**src/rtl/mcdt_param_pkg.sv**
```systemverilog
// Shared types and width helpers for the parametrised multi-channel data transfer block.
package mcdt_pkg;

    typedef enum logic {
        ARB_FIXED = 1'b0,
        ARB_RR    = 1'b1
    } arb_mode_e;

    function automatic int unsigned calc_id_w(input int unsigned num_ch);
        return (num_ch < 2) ? 1 : $clog2(num_ch);
    endfunction

    function automatic int unsigned calc_margin_w(input int unsigned depth);
        return $clog2(depth + 1);
    endfunction

endpackage

```
**src/rtl/mcdt_param_if.sv**
```systemverilog
// Channel write ports and merged output stream of mcdt_param; slave modport is the block side.
interface mcdt_param_if
    import mcdt_pkg::*;
#(
    parameter int unsigned NUM_CH     = 3,
    parameter int unsigned DATA_W     = 32,
    parameter int unsigned FIFO_DEPTH = 32
);
    localparam int unsigned ID_W     = calc_id_w(NUM_CH);
    localparam int unsigned MARGIN_W = calc_margin_w(FIFO_DEPTH);

    logic [NUM_CH*DATA_W-1:0]   ch_data_i;
    logic [NUM_CH-1:0]          ch_valid_i;
    logic [NUM_CH-1:0]          ch_ready_o;
    logic [NUM_CH*MARGIN_W-1:0] ch_margin_o;
    logic [NUM_CH-1:0]          ch_en_i;
    logic [DATA_W-1:0]          mcdt_data_o;
    logic                       mcdt_val_o;
    logic [ID_W-1:0]            mcdt_id_o;

    modport master (
        output ch_data_i, ch_valid_i, ch_en_i,
        input  ch_ready_o, ch_margin_o, mcdt_data_o, mcdt_val_o, mcdt_id_o
    );

    modport slave (
        input  ch_data_i, ch_valid_i, ch_en_i,
        output ch_ready_o, ch_margin_o, mcdt_data_o, mcdt_val_o, mcdt_id_o
    );

endinterface

```
**src/rtl/mcdt_chnl_fifo.sv**
```systemverilog
// Per-channel FIFO with registered occupancy count; ready and margin come from the count
// register only, so a pop never frees a slot within the same cycle.
module mcdt_chnl_fifo
    import mcdt_pkg::*;
#(
    parameter int unsigned DATA_W     = 32,
    parameter int unsigned FIFO_DEPTH = 32,
    localparam int unsigned CNT_W     = calc_margin_w(FIFO_DEPTH)
) (
    input  logic              clk_i,
    input  logic              rstn_i,
    input  logic              push_i,
    input  logic [DATA_W-1:0] data_i,
    input  logic              pop_i,
    output logic [DATA_W-1:0] data_o,
    output logic [CNT_W-1:0]  count_o,
    output logic              ready_o,
    output logic [CNT_W-1:0]  margin_o
);

    localparam int unsigned      PTR_W   = (FIFO_DEPTH > 1) ? $clog2(FIFO_DEPTH) : 1;
    localparam logic [CNT_W-1:0] DEPTH_C = CNT_W'(FIFO_DEPTH);

    logic [DATA_W-1:0] mem_q [FIFO_DEPTH];
    logic [PTR_W-1:0]  wptr_q, wptr_d;
    logic [PTR_W-1:0]  rptr_q, rptr_d;
    logic [CNT_W-1:0]  count_q, count_d;
    logic              wr_en, rd_en;

    // Depth is a power of two, so pointer overflow is the modulo wrap.
    always_comb begin
        wr_en   = push_i && (count_q != DEPTH_C);
        rd_en   = pop_i && (count_q != '0);
        wptr_d  = wr_en ? wptr_q + 1'b1 : wptr_q;
        rptr_d  = rd_en ? rptr_q + 1'b1 : rptr_q;
        count_d = count_q;
        if (wr_en && !rd_en) begin
            count_d = count_q + 1'b1;
        end else if (rd_en && !wr_en) begin
            count_d = count_q - 1'b1;
        end
    end

    always_ff @(posedge clk_i or negedge rstn_i) begin
        if (!rstn_i) begin
            wptr_q  <= '0;
            rptr_q  <= '0;
            count_q <= '0;
        end else begin
            wptr_q  <= wptr_d;
            rptr_q  <= rptr_d;
            count_q <= count_d;
        end
    end

    always_ff @(posedge clk_i) begin
        if (wr_en) begin
            mem_q[wptr_q] <= data_i;
        end
    end

    assign data_o   = mem_q[rptr_q];
    assign count_o  = count_q;
    assign ready_o  = (count_q != DEPTH_C);
    assign margin_o = DEPTH_C - count_q;

endmodule

```
**src/rtl/mcdt_param.sv**
```systemverilog
// Multi-channel data transfer: NUM_CH channel FIFOs merged onto one registered, id-tagged
// output stream by a fixed-priority or round-robin arbiter with per-channel enables.
module mcdt_param
    import mcdt_pkg::*;
#(
    parameter int unsigned NUM_CH     = 3,
    parameter int unsigned DATA_W     = 32,
    parameter int unsigned FIFO_DEPTH = 32,
    parameter int unsigned ARB_MODE   = 1
) (
    input  logic         clk_i,
    input  logic         rstn_i,
    mcdt_param_if.slave  bus
);

    localparam int unsigned ID_W     = calc_id_w(NUM_CH);
    localparam int unsigned MARGIN_W = calc_margin_w(FIFO_DEPTH);
    localparam arb_mode_e   MODE     = (ARB_MODE != 0) ? ARB_RR : ARB_FIXED;

    logic [DATA_W-1:0]          fifo_dout [NUM_CH];
    logic [MARGIN_W-1:0]        fifo_count [NUM_CH];
    logic [NUM_CH-1:0]          ready_vec;
    logic [NUM_CH*MARGIN_W-1:0] margin_vec;
    logic [NUM_CH-1:0]          eligible;
    logic [NUM_CH-1:0]          pop;
    logic                       grant_vld;
    logic [ID_W-1:0]            grant_idx;

    logic                       val_q, val_d;
    logic [DATA_W-1:0]          data_q, data_d;
    logic [ID_W-1:0]            id_q, id_d;
    logic [ID_W-1:0]            ptr_q, ptr_d;

    for (genvar k = 0; k < NUM_CH; k++) begin : g_ch
        mcdt_chnl_fifo #(
            .DATA_W     (DATA_W),
            .FIFO_DEPTH (FIFO_DEPTH)
        ) u_fifo (
            .clk_i    (clk_i),
            .rstn_i   (rstn_i),
            .push_i   (bus.ch_valid_i[k]),
            .data_i   (bus.ch_data_i[k*DATA_W +: DATA_W]),
            .pop_i    (pop[k]),
            .data_o   (fifo_dout[k]),
            .count_o  (fifo_count[k]),
            .ready_o  (ready_vec[k]),
            .margin_o (margin_vec[k*MARGIN_W +: MARGIN_W])
        );
    end

    // Round-robin scans ptr+1 .. ptr (wrapping), fixed priority scans 0 .. NUM_CH-1.
    always_comb begin
        int unsigned idx;
        eligible  = '0;
        grant_vld = 1'b0;
        grant_idx = '0;
        idx       = 0;
        for (int unsigned k = 0; k < NUM_CH; k++) begin
            eligible[k] = (fifo_count[k] != '0) && bus.ch_en_i[k];
        end
        for (int unsigned off = 1; off <= NUM_CH; off++) begin
            if (MODE == ARB_RR) begin
                idx = 32'(ptr_q) + off;
                if (idx >= NUM_CH) begin
                    idx = idx - NUM_CH;
                end
            end else begin
                idx = off - 1;
            end
            if (!grant_vld && eligible[ID_W'(idx)]) begin
                grant_vld = 1'b1;
                grant_idx = ID_W'(idx);
            end
        end
    end

    always_comb begin
        pop = '0;
        if (grant_vld) begin
            pop[grant_idx] = 1'b1;
        end
        val_d  = grant_vld;
        data_d = grant_vld ? fifo_dout[grant_idx] : '0;
        id_d   = grant_vld ? grant_idx : id_q;
        ptr_d  = ((MODE == ARB_RR) && grant_vld) ? grant_idx : ptr_q;
    end

    always_ff @(posedge clk_i or negedge rstn_i) begin
        if (!rstn_i) begin
            val_q  <= 1'b0;
            data_q <= '0;
            id_q   <= '0;
            ptr_q  <= ID_W'(NUM_CH - 1);
        end else begin
            val_q  <= val_d;
            data_q <= data_d;
            id_q   <= id_d;
            ptr_q  <= ptr_d;
        end
    end

    assign bus.ch_ready_o  = ready_vec;
    assign bus.ch_margin_o = margin_vec;
    assign bus.mcdt_val_o  = val_q;
    assign bus.mcdt_data_o = data_q;
    assign bus.mcdt_id_o   = id_q;

endmodule

```
**src/flat_wrapper.sv**
```systemverilog
// flat-port wrapper written by rule: the top's interface ports become plain ports
module mcdt_param_flat import mcdt_pkg::*;
#(
    parameter int unsigned NUM_CH     = 3,
    parameter int unsigned DATA_W     = 32,
    parameter int unsigned FIFO_DEPTH = 32,
    parameter int unsigned ARB_MODE   = 1
)
  (clk_i, rstn_i, bus_ch_data_i, bus_ch_valid_i, bus_ch_en_i, bus_ch_ready_o, bus_ch_margin_o, bus_mcdt_data_o, bus_mcdt_val_o, bus_mcdt_id_o);
  mcdt_param_if #(.NUM_CH(NUM_CH), .DATA_W(DATA_W), .FIFO_DEPTH(FIFO_DEPTH)) bus_i ();
  input  logic clk_i;
  input  logic rstn_i;
  input wire logic [$bits(bus_i.ch_data_i)-1:0] bus_ch_data_i;
  input wire logic [$bits(bus_i.ch_valid_i)-1:0] bus_ch_valid_i;
  input wire logic [$bits(bus_i.ch_en_i)-1:0] bus_ch_en_i;
  output wire logic [$bits(bus_i.ch_ready_o)-1:0] bus_ch_ready_o;
  output wire logic [$bits(bus_i.ch_margin_o)-1:0] bus_ch_margin_o;
  output wire logic [$bits(bus_i.mcdt_data_o)-1:0] bus_mcdt_data_o;
  output wire logic [$bits(bus_i.mcdt_val_o)-1:0] bus_mcdt_val_o;
  output wire logic [$bits(bus_i.mcdt_id_o)-1:0] bus_mcdt_id_o;
  assign bus_i.ch_data_i = bus_ch_data_i;
  assign bus_i.ch_valid_i = bus_ch_valid_i;
  assign bus_i.ch_en_i = bus_ch_en_i;
  assign bus_ch_ready_o = bus_i.ch_ready_o;
  assign bus_ch_margin_o = bus_i.ch_margin_o;
  assign bus_mcdt_data_o = bus_i.mcdt_data_o;
  assign bus_mcdt_val_o = bus_i.mcdt_val_o;
  assign bus_mcdt_id_o = bus_i.mcdt_id_o;
  mcdt_param #(.NUM_CH(NUM_CH), .DATA_W(DATA_W), .FIFO_DEPTH(FIFO_DEPTH), .ARB_MODE(ARB_MODE)) u_core (.clk_i(clk_i), .rstn_i(rstn_i), .bus(bus_i));
endmodule
```
**config.mk**
```make
export PLATFORM = sky130hd
export DESIGN_NAME = mcdt_param_flat
export DESIGN_NICKNAME = d
export VERILOG_FILES = /design/src/rtl/mcdt_param_pkg.sv /design/src/rtl/mcdt_param_if.sv /design/src/rtl/mcdt_chnl_fifo.sv /design/src/rtl/mcdt_param.sv /design/src/flat_wrapper.sv
export SDC_FILE = /design/constraint.sdc
export NUM_CORES = 2
export LEC_CHECK = 0
export BUFFER_PORTS_ARGS = -buffer_cell sky130_fd_sc_hd__buf_2
export CAP_MARGIN = 10
export CORE_ASPECT_RATIO = 1.4
export CORE_MARGIN = 2
export CORE_UTILIZATION = 55
export CTS_BUF_LIST = sky130_fd_sc_hd__clkbuf_4 sky130_fd_sc_hd__clkbuf_8
export DETAILED_ROUTE_END_ITERATION = 12
export PLACE_DENSITY_LB_ADDON = 0.25
export SLEW_MARGIN = 20
export SYNTH_ARGS = -nofsm -noshare
export SYNTH_HDL_FRONTEND = slang
export SYNTH_SLANG_ARGS = --single-unit
```
**constraint.sdc**
```tcl
create_clock -name clk_i -period 4.15 [get_ports clk_i]
set_input_delay 0.2075 -clock clk_i [delete_from_list [all_inputs] [get_ports clk_i]]
set_output_delay 0.2075 -clock clk_i [all_outputs]
set_load 0.05 [all_outputs]
```
-- Word-level counts from Yosys, hierarchy flattened
Memory sizes are Yosys's and may differ from the RTL's.
Cells that the tools add are included.
- add/subtract/negate cells: 21
- order comparisons: 9
- equal/unequal tests: 3
- multiplexer cells: 34
- bitwise operators: 1
- reduce and logical (&&, ||, !) cells: 32
- operators by type and width (kind ; number):
    2-to-1 mux 32 bit ; 3
    binary-select mux 32 bit (select 2 bit) ; 1
    2-to-1 mux 6 bit ; 6
    adder 5 x 1 -> 5 bit (second input constant) ; 6
    adder 6 x 1 -> 6 bit (second input constant) ; 3
    logical AND 1 bit ; 18
    != test 6 bit (second input constant) ; 3
    nonzero test 6 bit ; 3
    subtractor 6 x 1 -> 6 bit (second input constant) ; 3
    subtractor 6 bit (first input constant) ; 3
    2-to-1 mux 1 bit ; 13
    less-than comparator 2 x 3 -> 1 bit (second input constant) ; 4
    2-to-1 mux 2 bit ; 6
    >= comparator 3 x 2 -> 1 bit (second input constant) ; 3
    logical NOT 1 bit ; 8
    adder 2 x 2 -> 3 bit (second input constant) ; 2
    binary-select mux 1 bit (select 2 bit) ; 3
    nonzero test 2 bit ; 3
    subtractor 2 bit (second input constant) ; 3
    adder 2 x 1 -> 3 bit (second input constant) ; 1
    >= comparator 3 bit (second input constant) ; 1
    2-to-1 mux 3 bit ; 1
    NOT 2 -> 3 bit ; 1
    demux 1 bit (select 2 bit) ; 1
    >= comparator 2 x 1 -> 1 bit (second input constant) ; 1
- register bits: 85
- RAM bits: 3072
- input port bits: 104
- output and inout bits: 56
- word-level logic and storage cells: 116
- memories: 3
- memory list (name ; depth ; width ; rd ports ; clocked after memory_dff ; write ports ; line ; RTL):
    u_core.g_ch[0].u_fifo.mem_q ; 32 ; 32 ; 1 ; 0 ; 1 ; mcdt_chnl_fifo.sv:24 ; logic [DATA_W-1:0] mem_q [FIFO_DEPTH];
    u_core.g_ch[1].u_fifo.mem_q ; 32 ; 32 ; 1 ; 0 ; 1 ; mcdt_chnl_fifo.sv:24 ;
    u_core.g_ch[2].u_fifo.mem_q ; 32 ; 32 ; 1 ; 0 ; 1 ; mcdt_chnl_fifo.sv:24 ;

-- Depth between registers and ports, before layout
- depth in word-level cells: 21
- mapped depth: 19
- gate-level depth less buffers: 17

-- Cells and area by module
A second synthesis with hierarchy kept.
- cells, all modules: 5614
- area total of the unflattened synthesis: 121599.1 µm²
- modules (own cells, without submodules) (module ; times used ; cells an instance ; area an instance (µm²) ; sequential area each (µm²)):
    mcdt_chnl_fifo at u_core.g_ch[1].u_fifo ... ; 2 ; 1816 ; 39882.0 ; 31149.9
    mcdt_chnl_fifo at u_core.g_ch[0].u_fifo ; 1 ; 1816 ; 39874.5 ; 31149.9
    mcdt_param ; 1 ; 166 ; 1960.6 ; 902.1

-- Worst setup path after synthesis
OpenSTA, ideal clock, no wires.
- path kind: reg2reg
- start point: register u_core.g_ch[1].u_fifo.count_q[0]
- end point: register u_core.g_ch[2].u_fifo.count_q[5]
- library setup time: 80 ps
- arrival: 3739 ps
- data required time: 4070 ps
- slack: 331 ps
- stages on the path, launching flop included: 19
- path buffers: 2
- clock period less this slack: 3819 ps
- path through: dfrtp_1 > inv_1 > ha_1 > or4b_1 > o21ai_4 > a21oi_2 > o31ai_4 > inv_2 > buf_4 > buf_6 > ha_1 > inv_1 > ha_1 > a21o_1 > a21oi_1 > o21bai_1 > a21oi_1 > mux2i_1 > xnor2_1
- longest elaborated chain between the ends: 20
- elaborated cells on any way between the ends: 30
- RTL lines (what ; line ; RTL):
    from (decl) ; mcdt_chnl_fifo.sv:27 ; logic [CNT_W-1:0] count_q, count_d;
    from (signal assigned) ; mcdt_chnl_fifo.sv:52 ; count_q <= count_d;
    nonzero test 6 bit * ; mcdt_param.sv:59 ; eligible[k] = (fifo_count[k] != '0) && bus.ch_en_i[k];
    logical AND 1 bit * ; mcdt_param.sv:59 ;
    binary-select mux 1 bit (select 2 bit) ; mcdt_param.sv:70 ; if (!grant_vld && eligible[ID_W'(idx)]) begin
    2-to-1 mux 1 bit (not written as such) ; mcdt_param.sv:70 ;
    2-to-1 mux 1 bit ; mcdt_param.sv:70 ;
    logical NOT 1 bit ; mcdt_param.sv:70 ;
    logical AND 1 bit ; mcdt_param.sv:70 ;
    2-to-1 mux 1 bit ; mcdt_param.sv:70 ;
    [4 not listed] ; n/a ;
    logical AND 1 bit (not written as such) ; mcdt_param.sv:80 ; pop[grant_idx] = 1'b1;
    2-to-1 mux 1 bit (not written as such) ; mcdt_param.sv:80 ;
    demux 1 bit (select 2 bit) ; n/a ;
    2-to-1 mux 3 bit * ; mcdt_param.sv:79 ; if (grant_vld) begin
    logical AND 1 bit * ; mcdt_chnl_fifo.sv:33 ; rd_en = pop_i && (count_q != '0);
    logical NOT 1 bit ; mcdt_chnl_fifo.sv:37 ; if (wr_en && !rd_en) begin
    logical AND 1 bit ; mcdt_chnl_fifo.sv:37 ;
    2-to-1 mux 6 bit / nonzero test 2 bit (equally long branches) ; n/a ;
    to (signal assigned) ; mcdt_chnl_fifo.sv:52 ;
    to (decl) ; mcdt_chnl_fifo.sv:27 ;
Every way passes the cells marked *; elsewhere a longest branch is shown, timed or not. The select of a mux whose other input is x is not followed.
A chain may end at the register's enable or synchronous reset.

-- Worst setup path in the final report
- start point: register u_core.g_ch[2].u_fifo.count_q[1]
- end point: register u_core.g_ch[0].u_fifo.count_q[5]
- longest elaborated chain between the ends: 20
- elaborated cells on any way between the ends: 30
- RTL lines (what ; line):
    nonzero test 6 bit * ; mcdt_param.sv:59
    logical AND 1 bit * ; mcdt_param.sv:59
    binary-select mux 1 bit (select 2 bit) ; mcdt_param.sv:70
    2-to-1 mux 1 bit (not written as such) ; mcdt_param.sv:70
    2-to-1 mux 1 bit ; mcdt_param.sv:70
    logical NOT 1 bit ; mcdt_param.sv:70
    logical AND 1 bit ; mcdt_param.sv:70
    2-to-1 mux 1 bit ; mcdt_param.sv:70
    [4 not listed] ; n/a
    logical AND 1 bit (not written as such) ; mcdt_param.sv:80
    2-to-1 mux 1 bit (not written as such) ; mcdt_param.sv:80
    demux 1 bit (select 2 bit) ; n/a
    2-to-1 mux 3 bit * ; mcdt_param.sv:79
    logical AND 1 bit * ; mcdt_chnl_fifo.sv:33
    logical NOT 1 bit ; mcdt_chnl_fifo.sv:37
    logical AND 1 bit ; mcdt_chnl_fifo.sv:37
    2-to-1 mux 6 bit / nonzero test 2 bit (equally long branches) ; n/a
    to (signal assigned) ; mcdt_chnl_fifo.sv:52
    to (decl) ; mcdt_chnl_fifo.sv:27
Marked as above.

==> flow_metrics.tcl <==
set metrics [dict create \
    result_of_the_run "finished, final reports clean" \
    grt_first_pass_wirelength_um 440000 \
    class_of_the_tightest_hold_or_removal_check "in -> reg" \
    route.detailed.vias_per_inst 6.41 \
    worstSetupEndpointType "register" \
    internal_cell_power_mw 61.7 \
    timing.max_cap.violations 0 \
    ys_ff_latch 3156 \
    critical_path_class "reg -> reg" \
    p_leak_nw 44.9 \
    finalSetupViolCount 0 \
    hold_viol_final 0 \
    dp.final_hpwl_um 184000 \
    die_w_um 401 \
    layout.cells.most_common "sky130_fd_sc_hd__edfxtp_1" \
    detail_route.first_pass.iterations 6 \
    worstPathMaxFanout 5 \
    cts-buffers-inserted 446 \
    timing.hold.worst.start "bus_ch_data_i[82]" \
    path_cells "inv_1 -> ha_1 -> or4b_4 -> o211ai_1 -> buf_4 -> o2111ai_2 -> a21oi_2 -> nor3_2 -> inv_1 -> ha_1 -> inv_1 -> ha_1 -> a21oi_1 -> a21boi_0 -> o21a_1 -> or3_1 -> a21oi_1 -> xor2_1" \
    postLayoutCoreUtil_pct 62.7 \
    worstSetupStartpointType "register" \
    switching_component_of_the_power_mw 31.2 \
    final_layout_size_suffix_gt1_share_pct 30.2 \
    htree_num_levels 5 \
    critPathRequiredTime_ns 5.06 \
    power.density_cell_area_nw_per_um2 672 \
    grt_overflow 0 \
    finalWeightedCongestion 0.862 \
    cp_slowest_stage_delay_ns 0.51 \
    route.detailed.wl_per_inst_um 32.3 \
    floorplan.initialDensity_pct 55.2 \
    hold-path-endpoint "u_core.g_ch[2].u_fifo.mem_q[19][18]" \
    coreArea_um2 220000 \
    area_growth_syn_to_layout_pct 13.5 \
    clock_sink_count 3156 \
    number_of_global_route_vias_before_repair 62700 \
    netlist-cell-type-count 69 \
    pre_cts_slack_ns 0.0649 \
    drcViolationCount 0 \
    power.share.switching_pct 33.6 \
    cts_tree "yes" \
    std_cell_rows 204 \
    ys_async_sr_fraction_pct 2.66 \
    fin_worst_skew_ns 0.101 \
    min_period_over_period_pct 95.1 \
    share_seq_of_total_power_pct 42.1 \
    syn_nets 5682 \
    cts.reportedPaths.clkPinSlew_ns 0.06 \
    syn-cell-area_um2 122000 \
    max_freq_ghz 0.253 \
    place.port_buffers 159 \
    drtIter0Drc 6594 \
    cts_root_buf "sky130_fd_sc_hd__clkbuf_8" \
    reg2reg_slack_ns 0.20 \
    dr_total_vias 60900 \
    cts-root-to-sink-buffers 4 \
    filler_cell_count 14700 \
    layout_min_cycle_time_ns 3.95 \
    postRouteWirelength_um 307000 \
    sequential_cell_area_fraction_in_the_yosys_report_pct 77.6 \
    timing.final.ws_setup_ns 0.202 \
    synth-warning-count 0 \
    timing.reg2reg.worst_path_depth 18 \
    clkLatencyLatePin_ns 1.03 \
    average_size_of_a_mapped_cell_um2 22.0 \
    combinationalPowerShare_pct 32.6 \
    layout_common_cells "3072 x sky130_fd_sc_hd__edfxtp_1, 695 x sky130_fd_sc_hd__mux4_2, 458 x sky130_fd_sc_hd__clkbuf_8, 402 x sky130_fd_sc_hd__mux2i_1, 265 x sky130_fd_sc_hd__buf_4" \
    postSynth.topFlopCell "sky130_fd_sc_hd__edfxtp_1" \
    worstReg2RegEnd "u_core.g_ch[0].u_fifo.count_o[5]" \
    antenna_found_initial 30 \
    tightest_slew_ns 0.949 \
    pin_count_of_the_biggest_net_entering_global_routing 83 \
    critical-path-slowest-cell "sky130_fd_sc_hd__or4b_4" \
    syn_inst 5538 \
    synth_edf_count 3072 \
    io_pins 160 \
    critical_path_arrival_ns 4.86 \
    critical_path.reg2reg.startpoint "u_core.g_ch[2].u_fifo.count_o[1]" \
    finalNetCount 6403 \
    worstHoldPathCells 2 \
    grt.total_usage_pct 27.2 \
    max-slew-margin-rel_pct 36.2 \
    final_slew_viol_count 0 \
    fin_hold_ws_ns 0.214 \
    dieHeight_um 560 \
    proportion_of_power_drawn_by_the_clock_network_pct 25.3 \
    ant_nets 0 \
    vdd.ir_drop.worst_mv 0.523 \
    fp.dieArea_um2 225000 \
]
[synth_stat cells, drive strengths merged, types with 8 or more instances]
library cell	number	area share [%]
dfrtp	83	1.7
mux2	8	0.074
mux2i	402	3.3
o22ai	66	0.34
ha	37	0.38
a31oi	15	0.077
and2	9	0.046
o21ai	36	0.16
o211ai	13	0.080
nand2b	10	0.053
o22a	19	0.14
xnor2	34	0.24
nand2	97	0.30
a22oi	190	1.2
mux4	695	13
nor3	29	0.12
edfxtp	3072	76
xor2	12	0.086
nor2b	15	0.077
clkbuf	124	0.38
buf	185	0.78
inv	30	0.093
nand4	8	0.041
a21oi	40	0.17
o32ai	13	0.094
nor2	135	0.42
nand3	78	0.32
a22o	9	0.065
[through the flow]
stage | total power [mW] | TNS, ns | instance area [um^2] | std cells
CTS | 93.2 | 0 | 138000 | 9479
detailed placement | 69.8 | 0 | 128000 | 8584
global route | 96.0 | -0.0429 | 138000 | 9489
floorplan | 57.8 | 0 | 122000 | 5538
finish | 92.8 | 0 | 138000 | 9493
global placement | 69.4 | 0 | 128000 | 8584
[critical path: cells and delay by family (launching register included)]
family	cells	cell delay, ns
AOI/OAI and AO/OA	7	1.23
and+or+nand+nor	3	0.90
adders and majority gates	3	0.71
buffers and inverters	4	0.44
DFF	1	0.42
xor gates and xnor gates	1	0.15
[area by class of cell]
class / instances / area [um^2] / share of cell area (%)
Clock buffer: 581 / 7230 / 5.23
Antenna cell: 10 / 25.0 / 0.0181
Sequential cell: 3156 / 94400 / 68.4
Clock inverter: 207 / 1270 / 0.921
Tap cell: 2884 / 3610 / 2.61
Timing Repair Buffer: 582 / 4910 / 3.56
Multi-Input combinational cell: 2043 / 26500 / 19.2
Inverter: 30 / 115 / 0.0834
[registers in the layout, indices dropped and copies added (netlist names)]
signal / count
u_core.g_ch.u_fifo.rptr_q: 15
u_core.bus.mcdt_data_o: 32
u_core.bus.mcdt_id_o: 1
u_core.g_ch.u_fifo.mem_q: 3072
u_core.g_ch.u_fifo.count_o: 18
u_core.g_ch.u_fifo.wptr_q: 15
u_core.ptr_q: 2
u_core.bus.mcdt_val_o: 1
[how the worst max path moves through the flow]
stage                                                 from                                to  slack (ns)  cells past startpoint
after global routing      u_core.g_ch[1].u_fifo.count_o[1]  u_core.g_ch[0].u_fifo.count_o[5]       -0.04                     17
after CTS                 u_core.g_ch[1].u_fifo.count_o[1]  u_core.g_ch[0].u_fifo.count_o[5]        0.06                     17
after global placement    u_core.g_ch[1].u_fifo.count_o[1]  u_core.g_ch[0].u_fifo.count_o[5]        0.07                     17
after detailed placement  u_core.g_ch[1].u_fifo.count_o[1]  u_core.g_ch[0].u_fifo.count_o[5]        0.06                     17
after floorplan           u_core.g_ch[1].u_fifo.count_o[0]  u_core.g_ch[2].u_fifo.count_o[5]        0.33                     18
final                     u_core.g_ch[2].u_fifo.count_o[1]  u_core.g_ch[0].u_fifo.count_o[5]        0.20                     18
[what timing repair did]
item | in CTS | in global routing
setup buffers | 0 | 4
hold buffers | 107 | 0
resized for setup | 0 | 9
endpoints found under the setup margin | 0 | 2
endpoints found under the hold margin | 3145 | 0
[layer usage]
layer / global-route usage [%] / part of all wire, % / up-vias
li1: - / - / 24800
met1: 36.0 / 37 / 32300
met2: 46.2 / 51 / 3143
met3: 5.23 / 8.7 / 586
met4: 8.63 / 3.3 / 18
met5: 0 / 0.037 / -
[cells by family after synthesis]
family / share of synthesized area, %
AO/OA/AOI/OAI: 2.51
flip-flops: 77.6
buffers and inverters: 1.26
XOR/XNOR: 0.331
AND/OR/NAND/NOR: 1.65
adder cells (fa/ha/maj): 0.430
multiplexers: 16.3
[power by group through the flow]
| stage | sequential (mW) | clock [mW] | combinational (mW) |
|---|---|---|---|
| after floorplan | 39.0 | 0 | 18.8 |
| after global placement | 39.6 | 0 | 29.8 |
| after detailed placement | 39.7 | 0 | 30.1 |
| after CTS | 39.1 | 23.9 | 30.3 |
| after global routing | 39.2 | 25.2 | 31.6 |
| final | 39.1 | 23.5 | 30.3 |
No activity file was read; power rests on OpenSTA's default activity.
